==> config.mk <==
export PLATFORM = sky130hd
export DESIGN_NAME = counter_mod_nb
export DESIGN_NICKNAME = d
export VERILOG_FILES = /design/src/rtl/counter_pkg.sv /design/src/rtl/counter_prescaler.sv /design/src/rtl/counter_mod_nb.sv
export SDC_FILE = /design/constraint.sdc
export NUM_CORES = 1
export LEC_CHECK = 0
export ABC_CLOCK_PERIOD_IN_PS = 2900
export CORE_AREA = 10 10 59 96
export CTS_CLUSTER_DIAMETER = 150
export CTS_CLUSTER_SIZE = 10
export DETAILED_ROUTE_END_ITERATION = 7
export DIE_AREA = 0 0 69 106
export GPL_ROUTABILITY_DRIVEN = 1
export GPL_TIMING_DRIVEN = 0
export HOLD_SLACK_MARGIN = 0.06
export PLACE_DENSITY = 0.85
export SLEW_MARGIN = 20
export SYNTH_ARGS = -nofsm -noshare
export SYNTH_HDL_FRONTEND = slang
export SYNTH_SLANG_ARGS = --single-unit
export TNS_END_PERCENT = 1
==> constraint.sdc <==
create_clock -name clk -period 2.9 [get_ports clk]
set_input_delay 0.725 -clock clk [delete_from_list [all_inputs] [get_ports clk]]
set_output_delay 0.725 -clock clk [all_outputs]
set_load 0.03 [all_outputs]
==> src/rtl/counter_pkg.sv <==
// Shared constants and next-count arithmetic for the modulus counter family.
package counter_pkg;

    localparam logic DIR_UP    = 1'b1;
    localparam logic DIR_DOWN  = 1'b0;
    localparam logic MODE_WRAP = 1'b0;
    localparam logic MODE_SAT  = 1'b1;

    // Widest counter the shared step function handles; callers zero-extend.
    localparam int unsigned CNT_MAX_W = 64;

    typedef struct packed {
        logic                 boundary;
        logic [CNT_MAX_W-1:0] next;
    } cnt_step_t;

    // Clamp against limit before any +/-1 so limit+1 is never produced.
    function automatic cnt_step_t cnt_next(
        input logic [CNT_MAX_W-1:0] cur,
        input logic [CNT_MAX_W-1:0] lim,
        input logic                 dir,
        input logic                 mode
    );
        cnt_step_t res;
        res.boundary = 1'b0;
        res.next     = cur;
        if (dir == DIR_UP) begin
            if (cur >= lim) begin
                res.boundary = 1'b1;
                res.next     = (mode == MODE_SAT) ? lim : '0;
            end else begin
                res.next = cur + CNT_MAX_W'(1);
            end
        end else begin
            if (cur == '0) begin
                res.boundary = 1'b1;
                res.next     = (mode == MODE_SAT) ? '0 : lim;
            end else begin
                res.next = cur - CNT_MAX_W'(1);
            end
        end
        return res;
    endfunction

endpackage

==> src/rtl/counter_prescaler.sv <==
// Divides enabled cycles by PRESCALE, emitting a step strobe on the terminal cycle.
module counter_prescaler #(
    parameter int unsigned PRESCALE = 4
) (
    input  logic clk,
    input  logic reset,
    input  logic clear_i,
    input  logic enable_i,
    output logic step_c_o
);

    localparam int unsigned PW = (PRESCALE > 1) ? $clog2(PRESCALE) : 1;
    localparam logic [PW-1:0] PS_LAST = PW'(PRESCALE - 1);

    logic [PW-1:0] ps_q;
    logic [PW-1:0] ps_d;
    logic          last_c;

    assign last_c   = (ps_q == PS_LAST);
    assign step_c_o = enable_i & last_c;

    always_comb begin
        ps_d = ps_q;
        if (clear_i) begin
            ps_d = '0;
        end else if (enable_i) begin
            ps_d = last_c ? '0 : ps_q + PW'(1);
        end
    end

    always_ff @(posedge clk) begin
        if (!reset) begin
            ps_q <= '0;
        end else begin
            ps_q <= ps_d;
        end
    end

endmodule

==> src/rtl/counter_mod_nb.sv <==
// Up/down modulus counter with wrap/saturate, terminal-count pulse and sticky flag.
// Optional enabled-cycle prescaler when COUNTER_MOD_PRESCALER_EN is defined.
module counter_mod_nb
    import counter_pkg::*;
#(
    parameter int unsigned WIDTH     = 12,
    parameter int unsigned RESET_VAL = 0,
    parameter int unsigned PRESCALE  = 4
) (
    input  logic             clk,
    input  logic             reset,
    input  logic             load,
    input  logic             enable,
    input  logic             up_down,
    input  logic             sat_mode,
    input  logic             clear_flag,
    input  logic [WIDTH-1:0] value_load,
    input  logic [WIDTH-1:0] limit,
    output logic [WIDTH-1:0] out,
    output logic             tc,
    output logic             bound_flag
);

    if (WIDTH < 2 || WIDTH > CNT_MAX_W || PRESCALE < 1) begin : g_bad_param
        $error("counter_mod_nb: unsupported WIDTH or PRESCALE");
    end

    logic [WIDTH-1:0] out_q, out_d;
    logic             tc_q, tc_d;
    logic             flag_q, flag_d;
    logic             step_c;
    cnt_step_t        res_c;

`ifdef COUNTER_MOD_PRESCALER_EN
    logic ps_step_c;

    counter_prescaler #(
        .PRESCALE (PRESCALE)
    ) u_prescaler (
        .clk      (clk),
        .reset    (reset),
        .clear_i  (load),
        .enable_i (enable),
        .step_c_o (ps_step_c)
    );

    assign step_c = enable & ~load & ps_step_c;
`else
    assign step_c = enable & ~load;
`endif

    assign res_c = cnt_next(CNT_MAX_W'(out_q), CNT_MAX_W'(limit), up_down, sat_mode);

    // Load beats step; a boundary on the same edge beats clear_flag.
    always_comb begin
        out_d  = out_q;
        tc_d   = 1'b0;
        flag_d = flag_q;
        if (clear_flag) begin
            flag_d = 1'b0;
        end
        if (load) begin
            out_d = value_load;
        end else if (step_c) begin
            out_d = WIDTH'(res_c.next);
            tc_d  = res_c.boundary;
            if (res_c.boundary) begin
                flag_d = 1'b1;
            end
        end
    end

    always_ff @(posedge clk) begin
        if (!reset) begin
            out_q  <= WIDTH'(RESET_VAL);
            tc_q   <= 1'b0;
            flag_q <= 1'b0;
        end else begin
            out_q  <= out_d;
            tc_q   <= tc_d;
            flag_q <= flag_d;
        end
    end

    assign out        = out_q;
    assign tc         = tc_q;
    assign bound_flag = flag_q;

endmodule
# [Word-level counts from Yosys, hierarchy flattened]
# Index checks and enable logic that the tools add are counted.
[op_classes] n_addsub=2 order_cmp=1 muxes=13 n_bitwise=4 reduce_logical=3
[op_table] cell="2-to-1 mux 64 bit" count=2
[op_table] cell="2-to-1 mux 65 bit" count=1
[op_table] cell="2-to-1 mux 12 bit" count=4
[op_table] cell="adder 12 x 1 -> 13 bit (second input constant)" count=1
[op_table] cell="subtractor 12 x 1 -> 13 bit (second input constant)" count=1
[op_table] cell=">= comparator 12 bit" count=1
[op_table] cell="zero test 12 bit" count=1
[op_table] cell="2-to-1 mux 1 bit" count=6
[op_table] cell="inverter 1 bit" count=3
[op_table] cell="OR reduction 3 bit" count=1
[op_table] cell="nonzero test 2 bit" count=1
[op_table] cell="AND 1 bit" count=1
[word_totals] regBits=14 inputBits=31 output_inout_bits=14 wordCells=26

# [Logic depth before layout (Yosys ltp)]
# Gate-level depths: netlist of the first run.
[depth] depth_word=6 depth_mapped=10 ltp_nobuf=8

# [Worst setup path after synthesis of the first run]
# OpenSTA, ideal clock, no wires.
[synth_timing] path_kind="register to register" from="reg out_q[0], in the netlist out[0]" to="reg out_q[8], in the netlist out[8]" setup_time_ps=70 t_arrival_ps=2654 required_time_ps=2830 slack_ps=176 stages_incl_launch_ff=11 n_path_buf=2 synth_period_minus_slack_ps=2724 cell_sequence="dfxtp_1 > clkbuf_1 > inv_1 > ha_1 > nand2b_1 > a2111oi_0 > o21a_1 > o31ai_2 > buf_2 > mux2_2 > a21oi_1"
[synth_via] elab_chain_len=5 elab_cells_between_ends=9 classes_between="add/sub (2); order compare (1); mux (5); reduce/logical (1)"
[synth_lines] item="from (decl)" line="counter_mod_nb.sv:28" rtl="logic [WIDTH-1:0] out_q, out_d;"
[synth_lines] item="from (signal assigned)" line="counter_mod_nb.sv:75" rtl="out_q <= WIDTH'(RESET_VAL);"
[synth_lines] item="from (signal assigned)" line="counter_mod_nb.sv:79" rtl="out_q <= out_d;"
[synth_lines] item="subtractor 12 x 1 -> 13 bit (tied with other cells)" line="counter_pkg.sv:39" rtl="res.next = cur - CNT_MAX_W'(1);"
[synth_lines] item="2-to-1 mux 64 bit (on tied branches)" line="counter_pkg.sv:35, counter_pkg.sv:28"
[synth_lines] item="2-to-1 mux 65 bit *" line="counter_pkg.sv:27" rtl="if (dir == DIR_UP) begin"
[synth_lines] item="2-to-1 mux 12 bit *" line="counter_mod_nb.sv:64" rtl="end else if (step_c) begin"
[synth_lines] item="2-to-1 mux 12 bit *" line="counter_mod_nb.sv:62" rtl="if (load) begin"
# Mark *: on every way between the ends. The rest lies on a longest branch, timed or not. The select of a mux whose other input is x is not followed.
# A chain may end at the register's enable or synchronous reset.

# [Worst setup path in the final report of the first run]
[layout_timing] from="in limit[1]" to="reg out_q[5], in the netlist out[5]"
[layout_via] elab_chain_len=5
[layout_lines] item="from (decl)" line="counter_mod_nb.sv:18" rtl="input logic [WIDTH-1:0] limit,"
[layout_lines] item=">= comparator 12 bit" line="counter_pkg.sv:28" rtl="if (cur >= lim) begin"
[layout_lines] item="2-to-1 mux 64 bit" line="counter_pkg.sv:28"
[layout_lines] item="2-to-1 mux 65 bit" line="counter_pkg.sv:27"
[layout_lines] item="2-to-1 mux 12 bit" line="counter_mod_nb.sv:64"
[layout_lines] item="2-to-1 mux 12 bit" line="counter_mod_nb.sv:62"
# No other way between the ends. The select of a mux whose other input is x is not followed.

==> results of run 1 <==
-- routing by layer --
metal	part of all wire [%]	wire length, um	GRT usage (%)	up-vias
met5	0	0	0	-
met4	4.6	343	10.3	0
met3	7.0	526	2.89	29
met2	51	3810	35.0	131
met1	37	2780	19.6	1091
li1	-	-	-	1134
-- critical path: stages --
cell,delay [ns]
clkdlybuf4s50_1,0.47
inv_1,0.06
ha_1,0.31
a2111oi_2,0.36
o21a_2,0.24
o31ai_4,0.08
buf_4,0.18
and3_1,0.17
o311a_1,0.32
-- per-stage QoR --
step | area [sq um] | total power, mW | worst slack [ns]
final | 2560 | 0.974 | 0.117
after global routing | 2560 | 1.02 | 0.0376
after CTS | 2520 | 0.952 | 0.0109
after detailed placement | 2440 | 0.764 | -0.730
after global placement | 2440 | 0.758 | -0.805
after floorplan | 1970 | 0.587 | 0.176
-- sequential cells by signal, summed over array words and instances, names as in the netlist --
| signal | cells |
|---|---|
| bound_flag | 1 |
| tc | 1 |
| out | 12 |
-- power by group through the flow --
stage                     combinational [mW]  clock, mW  sequential [mW]
after floorplan                        0.320          0            0.268
after global placement                 0.523          0            0.235
final                                  0.568      0.173            0.232
after global routing                   0.610      0.179            0.234
after CTS                              0.547      0.174            0.232
after detailed placement               0.528          0            0.236
-- final cells by class --
| class | count | area share, % |
|---|---|---|
| Multi-Input combinational cell | 232 | 60.7 |
| Timing Repair Buffer | 44 | 17.3 |
| Sequential cell | 14 | 10.9 |
| Buffer | 24 | 4.40 |
| Inverter | 18 | 2.64 |
| Tap cell | 49 | 2.39 |
| Clock buffer | 3 | 1.61 |
-- cell usage in the layout, fill, tap and decap left out, types with 3 or more instances in the layout --
cell type | netlist | layout
inv_1 | 17 | 17
a21oi_1 | 23 | 22
clkbuf_8 | 0 | 3
nor3_1 | 12 | 12
dfxtp_1 | 14 | 14
o311ai_0 | 4 | 4
o2111ai_1 | 4 | 4
mux2_2 | 7 | 7
clkdlybuf4s50_1 | 0 | 37
xnor2_1 | 8 | 8
nor2_1 | 22 | 22
nand3_1 | 8 | 8
mux2i_1 | 4 | 4
buf_4 | 0 | 3
dlymetal6s2s_1 | 0 | 4
nand2_1 | 38 | 38
ha_1 | 15 | 15
nand4_1 | 8 | 8
nand2b_1 | 10 | 10
clkbuf_1 | 16 | 15
o211ai_1 | 6 | 6
o21ai_0 | 14 | 12
xor2_1 | 7 | 7
buf_2 | 6 | 5
-- how the worst max path moves through the flow --
stage	from	endpoint	cells after the start
after floorplan	out[0]	out[8]	10
after global placement	limit[0]	bound_flag	9
after detailed placement	limit[0]	bound_flag	9
after CTS	limit[11]	out[5]	10
after global routing	limit[1]	out[5]	9
final	limit[1]	out[5]	9
-- repair_timing --
action	CTS	global route
setup endpoints to repair	14	13
buffers inserted	2	1
pin swaps	2	4
gates resized for setup	6	12
hold buffers	0	0
-- logic make-up after synthesis --
logic type      after synthesis  share of synthesized area [%]
simple gates                114                           28.5
compound gates               76                           25.8
buf+inv                      42                           8.76
xor+xnor                     15                           6.66
fa+ha+maj                    15                           9.52
flops                        14                           14.2
mux                          12                           6.60
==> impl_metrics.ini, run 1 <==
[grt]
antenna_found_initial = 0
grt_pass1_vias = 2327
grt_pass1_wl_mm = 11.7
grt.overflow.total = 0
grt_max_degree = 11
grt_use_total_pct = 18.9

[floorplan]
ioPinCount = 45
dieArea_sq_um = 7310
row_count = 31
start_util_pct = 48.0
die_x_um = 69
die_y_um = 106
core_area_sq_um = 4110

[timing]
fmax_ghz = 0.359
hold_viol = 0
skew_ns = 0.00314
slew_viol_final = 0
setup_viol = 0
max_slew_margin_pct = 56.3
fin_hold_ws_ns = 0.487
min_period_over_period_pct = 96.0
tightestPinTransition_ns = 0.651
rsz0062_at_grt = false
tns_ns = 0
final.min_clock_period_ns = 2.78

[placed_design]
dp.cells = 378
io_buffers = 41
place.gp.congestion = 0.993
dp_hpwl_mm = 5.62

[synth]
synth_most_common_cell = nand2_1
ys.flop_type = dfxtp_1
synth.largest_area_cell = dfxtp_1
ys_async_sr_fraction_pct = 0
yosysTopAreaCellShare_pct = 14.2
synth_edf_count = 0
syn-mean-instance-area_sq_um = 6.85
synthTopCellsByArea = dfxtp_1, ha_1, nand2_1
synth_area_sq_um = 1970
ys_top_cells_by_count = nand2_1, a21oi_1, nor2_1, inv_1, clkbuf_1
ys_types = 55
ys_seq_area_share_pct = 14.2
synth_warnings = 0
syn-num-nets = 334
synth_cells = 288
ys_ff_latch = 14

[clocking]
cts_tree = built
cts_buffer_depth = 2
cts_buffers = 3
cts.sinks = 14
clkLatencyLatePin_ns = 0.25
h-tree-depth = 1
clockRootBuffer = clkbuf_8
cts.clk_slew.worst_paths_ns = 0.06

[setup_path]
r2r_slack_ns = 0.20
arrival_ns = 2.92
reg2reg_from = out[1]
reg2reg_depth = 9
crit_type = in2reg
critPathLaunchType = input port
end_kind = flip-flop
cp_data_required_time_ns = 3.04
crit_fanout = 4
worstReg2RegEnd = out[2]

[power_and_ir_drop]
switchingPower_mw = 0.432
leakage_nw = 1.05
ir_worst_vdd_mv = 0.256
pwr-share-seq_pct = 23.9
pwr-share-clk_pct = 17.8
swShare_pct = 44.3
p_int_mw = 0.542
comb_power_share_pct = 58.4
powerDensity_nw_per_um2 = 380

[final_layout]
fillCellCount = 395
syn_to_final_growth_pct = 29.8
multiInputGateArea_sq_um = 1550
fin_cells = 384
num_antenna_cells = 0
post-route-util_pct = 62.3
regArea_sq_um = 280
drive_above_1_share_pct = 10.4
nets = 383

[run_status]
status = completed

[detailed_routing]
route.detailed.drc = 0
vias = 2385
avgRoutedWirePerCell_um = 19.4
drtPass1Iterations = 5
drt_iter0_drc = 202
drt_wl_total_mm = 7.46
ant_nets = 0
via_per_inst = 6.21

[hold_path]
hold_path.class = reg2reg
hold_end = bound_flag
min_from = bound_flag
holdPathStages = 2

[job]
max_cap_viol_count = 0
Note: power is estimated with default switching activity, not from simulation.
==> run 2: changes to the inputs <==
--- a/config.mk
+++ b/config.mk
@@ -6,6 +6,7 @@
 export NUM_CORES = 1
 export LEC_CHECK = 0
 export ABC_CLOCK_PERIOD_IN_PS = 2900
+export CAP_MARGIN = 5
 export CORE_AREA = 10 10 59 96
 export CTS_CLUSTER_DIAMETER = 150
 export CTS_CLUSTER_SIZE = 10
==> results of run 2 <==
Same layout as run 1: the final DEF is identical, and so are final timing and power.
==> edit 1, RTL diff (flow settings as in run 1) <==
Set the parameter `WIDTH` to 16 (it was 12).
--- a/src/rtl/counter_mod_nb.sv
+++ b/src/rtl/counter_mod_nb.sv
@@ -3,7 +3,7 @@
 module counter_mod_nb
     import counter_pkg::*;
 #(
-    parameter int unsigned WIDTH     = 12,
+    parameter int unsigned WIDTH     = 16,
     parameter int unsigned RESET_VAL = 0,
     parameter int unsigned PRESCALE  = 4
 ) (
Interface: changed (resized limit, out and value_load); port bits go from 45 to 57. No check against the original RTL was run, so the function may have changed too.
==> edit 1 against run 1 <==
  * Largest cell class unchanged
  * Cell area rose by 27%
  * Power is 19% higher
  * Sequential cell count grew 4
  * Routed wire length increased by 34%
  * Global-route usage rose by 6.7 points
  * Register-to-register slack better by 0.07 ns
  * Setup slack lost 0.035 ns
  * Critical path type unchanged
  * Area after synthesis up 26%
==> edit 1: results <==
metrics = {
    "outcome": {
        "status": "finished, final reports clean",
    },
    "synth": {
        "synth_fp_nets": 406,
        "synthDistinctLibCells": 57,
        "ys.flop_type": "dfxtp_1",
        "synth.area.top_cells": "dfxtp_1, ha_1, nand2_1",
        "yosysWarnings": 0,
        "synth_commonest_cells": "nand2_1, inv_1, a21oi_1, clkbuf_1, ha_1",
        "synth.yosys.seq_area_share_pct": 14.5,
    },
    "routing": {
        "drc": 0,
        "wirelength_um": 10000,
        "drt-initial-drc-count": 399,
        "dr_total_vias": 3122,
        "first_pass_iters": 6,
    },
    "placement": {
        "gp_congestion": 0.975,
        "portBuffers": 56,
        "dp.final_hpwl_um": 7380,
        "post-place-ws_ns": -0.861,
    },
    "critical_path": {
        "reg2reg_depth": 9,
        "reg2reg_from": "out[0]",
        "worstPathArrival_ns": 3.01,
        "startpoint": "limit[2]",
        "crit_path_max_incr_delay_ns": 0.48,
        "r2r_slack_ns": 0.27,
        "slowest_stage": "clkdlybuf4s50_1",
        "crit_path_end": "out[11]",
        "crit_fanout": 8,
    },
    "cts": {
        "ctsLongestPathBuffers": 2,
        "clockRootBuffer": "clkbuf_8",
        "htreeDepth": 1,
        "cts.clk_slew.worst_paths_ns": 0.09,
        "cts_resized": 23,
        "cts_setup_buffers": 3,
        "clk_latency_ns": 0.27,
        "cts_made_buffers": 3,
    },
    "grt": {
        "grt_start_max_net_pins": 11,
        "gr-usage-met1_pct": 26.8,
        "gr-usage-met3_pct": 3.82,
        "grt_usage_pct": 25.6,
        "grtUsageMet2_pct": 43.9,
        "antenna_found_initial": 0,
        "grt_pass1_wl_um": 15800,
        "grt_pass1_vias": 3234,
    },
    "power_and_ir_drop": {
        "leakage_uw": 0.00129,
        "vdd_ir_drop_max_uv": 273,
        "p_sw_share_pct": 43.1,
    },
    "final_layout": {
        "n_fill_cell": 301,
        "nNetsFinal": 469,
        "drive_gt1_share_pct": 10.5,
        "diodes": 0,
        "largest_reg_flops": 16,
    },
    "sta": {
        "slew_headroom_pct": 49.9,
        "fmax_ghz": 0.355,
        "final.setup_skew_ns": 0.00447,
    },
    "worst_hold_path": {
        "hold_path.startpoint": "bound_flag",
        "holdCritPathClass": "register to register",
    },
}
[edit 1: changes by cell type after synthesis, sizes merged, moves of 5 or more]
cell and change:
clkbuf +5, nand2b -6, nor2 -5, nand3 +8, inv +5, or3 +7
and3 +5, o31ai +6
[edit 1: worst max-delay path: cells and delay by family]
family,cells,cell delay (ns)
simple gates,1,0.22
fa+ha+maj,1,0.21
buf+inv,3,0.69
mux,1,0.33
compound gates,3,0.83
[edit 1: cells by family after synthesis]
family,share of synthesized area [%]
and+or+nand+nor,29.9
AOI/OAI and AO/OA,25.7
buffers and inverters,8.48
adders and majority gates,9.60
xor gates and xnor gates,6.36
DFF,14.5
muxes,5.45
[edit 1: power groups by stage]
stage	registers (uW)	clock network (uW)	logic (uW)
after floorplan	340	0	336
after global placement	306	0	571
after detailed placement	306	0	581
after CTS	301	231	601
after global routing	306	243	660
final	304	236	619
[edit 1: cell type report]
cell class / instances / area, um2 / area share (%)
plain buffers: 27 / 130 / 4.00
clock buffers: 4 / 55.1 / 1.69
inverters: 23 / 86.3 / 2.66
multi-input cells: 279 / 1980 / 61.1
flip-flops and latches: 18 / 362 / 11.1
well taps: 49 / 61.3 / 1.89
repair buffers: 59 / 571 / 17.6
[edit 1: stage by stage]
stage | instances | util, % | hold WS, ns | TNS [ns] | area, um2
2_1_floorplan | 348 | - | 0.603 | 0 | 2480
3_5_place_dp | 453 | 75.4 | 0.484 | -10.46 | 3100
4_1_cts | 459 | 78.7 | 0.496 | 0 | 3240
3_3_place_gp | 453 | 75.4 | 0.470 | -10.52 | 3100
6_report | 459 | 79.0 | 0.498 | 0 | 3250
5_1_grt | 459 | 79.0 | 0.519 | -0.0302 | 3250
[edit 1: layer usage]
metal	routed length, um	part of all wire (%)
met4	694	6.9
met1	3510	35
met3	917	9.1
met5	0	0
met2	4910	49
==> edit 2, RTL diff (config.mk and constraints of run 1) <==
Made on the original files. Make the reset (`reset`) asynchronous in one clocked block.
--- a/src/rtl/counter_mod_nb.sv
+++ b/src/rtl/counter_mod_nb.sv
@@ -70,7 +70,7 @@
         end
     end
 
-    always_ff @(posedge clk) begin
+    always_ff @(posedge clk or negedge reset) begin
         if (!reset) begin
             out_q  <= WIDTH'(RESET_VAL);
             tc_q   <= 1'b0;
Function: differs if reset is asserted again (counterexample within 4 cycles, from zero or initial values and one cycle with reset low); with reset held inactive, the same outputs for 10 cycles.
==> edit 2 against run 1 <==
  * Routed wire length fell by 2.5%
  * Clock skew barely moved
  * Power rose by 6.4%
  * Area after synthesis fell by 1.6%
  * Via count fell by 1.3%
  * Cell area fell by 2.7%
  * Sequential cell count did not move
  * Critical path depth fell by 1
  * Setup slack got worse by 0.00053 ns
==> edit 2: results <==
metrics = {
    "outcome": {
        "status": "finished, final reports clean",
    },
    "placement": {
        "post_dp_cell_area_mm2": 0.00242,
        "portBuffers": 42,
        "post-place-ws_ns": -0.336,
        "gp_congestion": 0.978,
        "dp.final_hpwl_um": 5530,
    },
    "routing": {
        "wirelength_um": 7280,
        "drt-initial-drc-count": 165,
        "via_per_inst": 6.77,
    },
    "synth": {
        "async_reset_ff_share_pct": 100,
        "synth_cells": 254,
        "synth_commonest_cells": "inv_1, o21ai_0, ha_1, nand2_1, dfrtp_1",
        "synthDistinctLibCells": 54,
        "synth_fp_nets": 300,
        "synth.yosys.seq_area_share_pct": 18.1,
        "synth.area.top_cells": "dfrtp_1, ha_1, o21ai_0",
    },
    "sta": {
        "slew_headroom_pct": 50.3,
        "fmax_ghz": 0.359,
        "final.setup_skew_ns": 0.00312,
    },
    "power_and_ir_drop": {
        "internal_power_uw": 547,
        "vdd_ir_drop_max_uv": 307,
        "leakage_uw": 0.000962,
    },
    "grt": {
        "grt_pass1_vias": 2350,
        "grt_start_max_net_pins": 15,
        "antenna_found_initial": 0,
        "grt_pass1_wl_um": 11900,
        "gr-usage-met1_pct": 20.7,
    },
    "critical_path": {
        "reg2reg_depth": 8,
        "crit_fanout": 7,
        "worstPathArrival_ns": 2.90,
        "r2r_slack_ns": 0.25,
    },
    "final_layout": {
        "instances_no_fill": 348,
    },
}
[edit 2: final cells by class]
cell class / count / area (um2)
sequential: 14 / 350
fill: 398 / 1620
inverter: 20 / 75.1
tap: 49 / 61.3
buffer: 20 / 91.3
multi-input combinational: 199 / 1440
timing repair buffer: 43 / 428
clock buffer: 3 / 41.3
[edit 2: what timing repair did]
item,in CTS,in global routing
gates cloned,0,0
buffers inserted,0,1
resized for setup,2,3
pin swaps,0,1
endpoints found under the setup margin,12,10
[edit 2: power by group through the flow]
stage	Sequential (uW)	Combinational, uW	Clock (uW)
floorplan	305	319	0
global placement	258	566	0
detailed placement	260	573	0
CTS	262	578	170
global route	267	643	178
finish	263	596	177
[edit 2: cell families after synthesis]
group	Yosys count	share of synthesized area, %
muxes	1	0.580
AOI/OAI and AO/OA	80	29.6
DFF	14	18.1
and+or+nand+nor	89	27.0
buffers and inverters	41	8.77
adders and majority gates	15	9.67
xor gates and xnor gates	14	6.32
[edit 2: stage by stage]
stage	hold WS, ns	total power (uW)	util (%)
2_1_floorplan	0.429	623	-
3_3_place_gp	0.486	824	58.9
3_5_place_dp	0.490	833	58.9
4_1_cts	0.507	1010	60.3
5_1_grt	0.535	1090	60.6
6_report	0.500	1040	60.6
[edit 2: final timing paths]
path,to,from
min reg2reg,bound_flag,bound_flag
max reg2reg,out[9],out[0]
max,out[9],limit[1]
min,bound_flag,bound_flag
min in group asynchronous,out[5],reset
max in group asynchronous,out[6],reset
[edit 2: worst max-delay path: stages]
cell             delay (ns)
clkdlybuf4s50_1        0.55
inv_1                  0.07
ha_1                   0.33
a2111oi_4              0.43
buf_4                  0.19
o32ai_2                0.17
o31ai_1                0.30
o211ai_1               0.13
[edit 2: layer usage]
layer  vias up  wire length, um
met2       156             3820
met3        26              595
met1      1116             2550
met5         -                0
met4         0              318
li1       1057                -
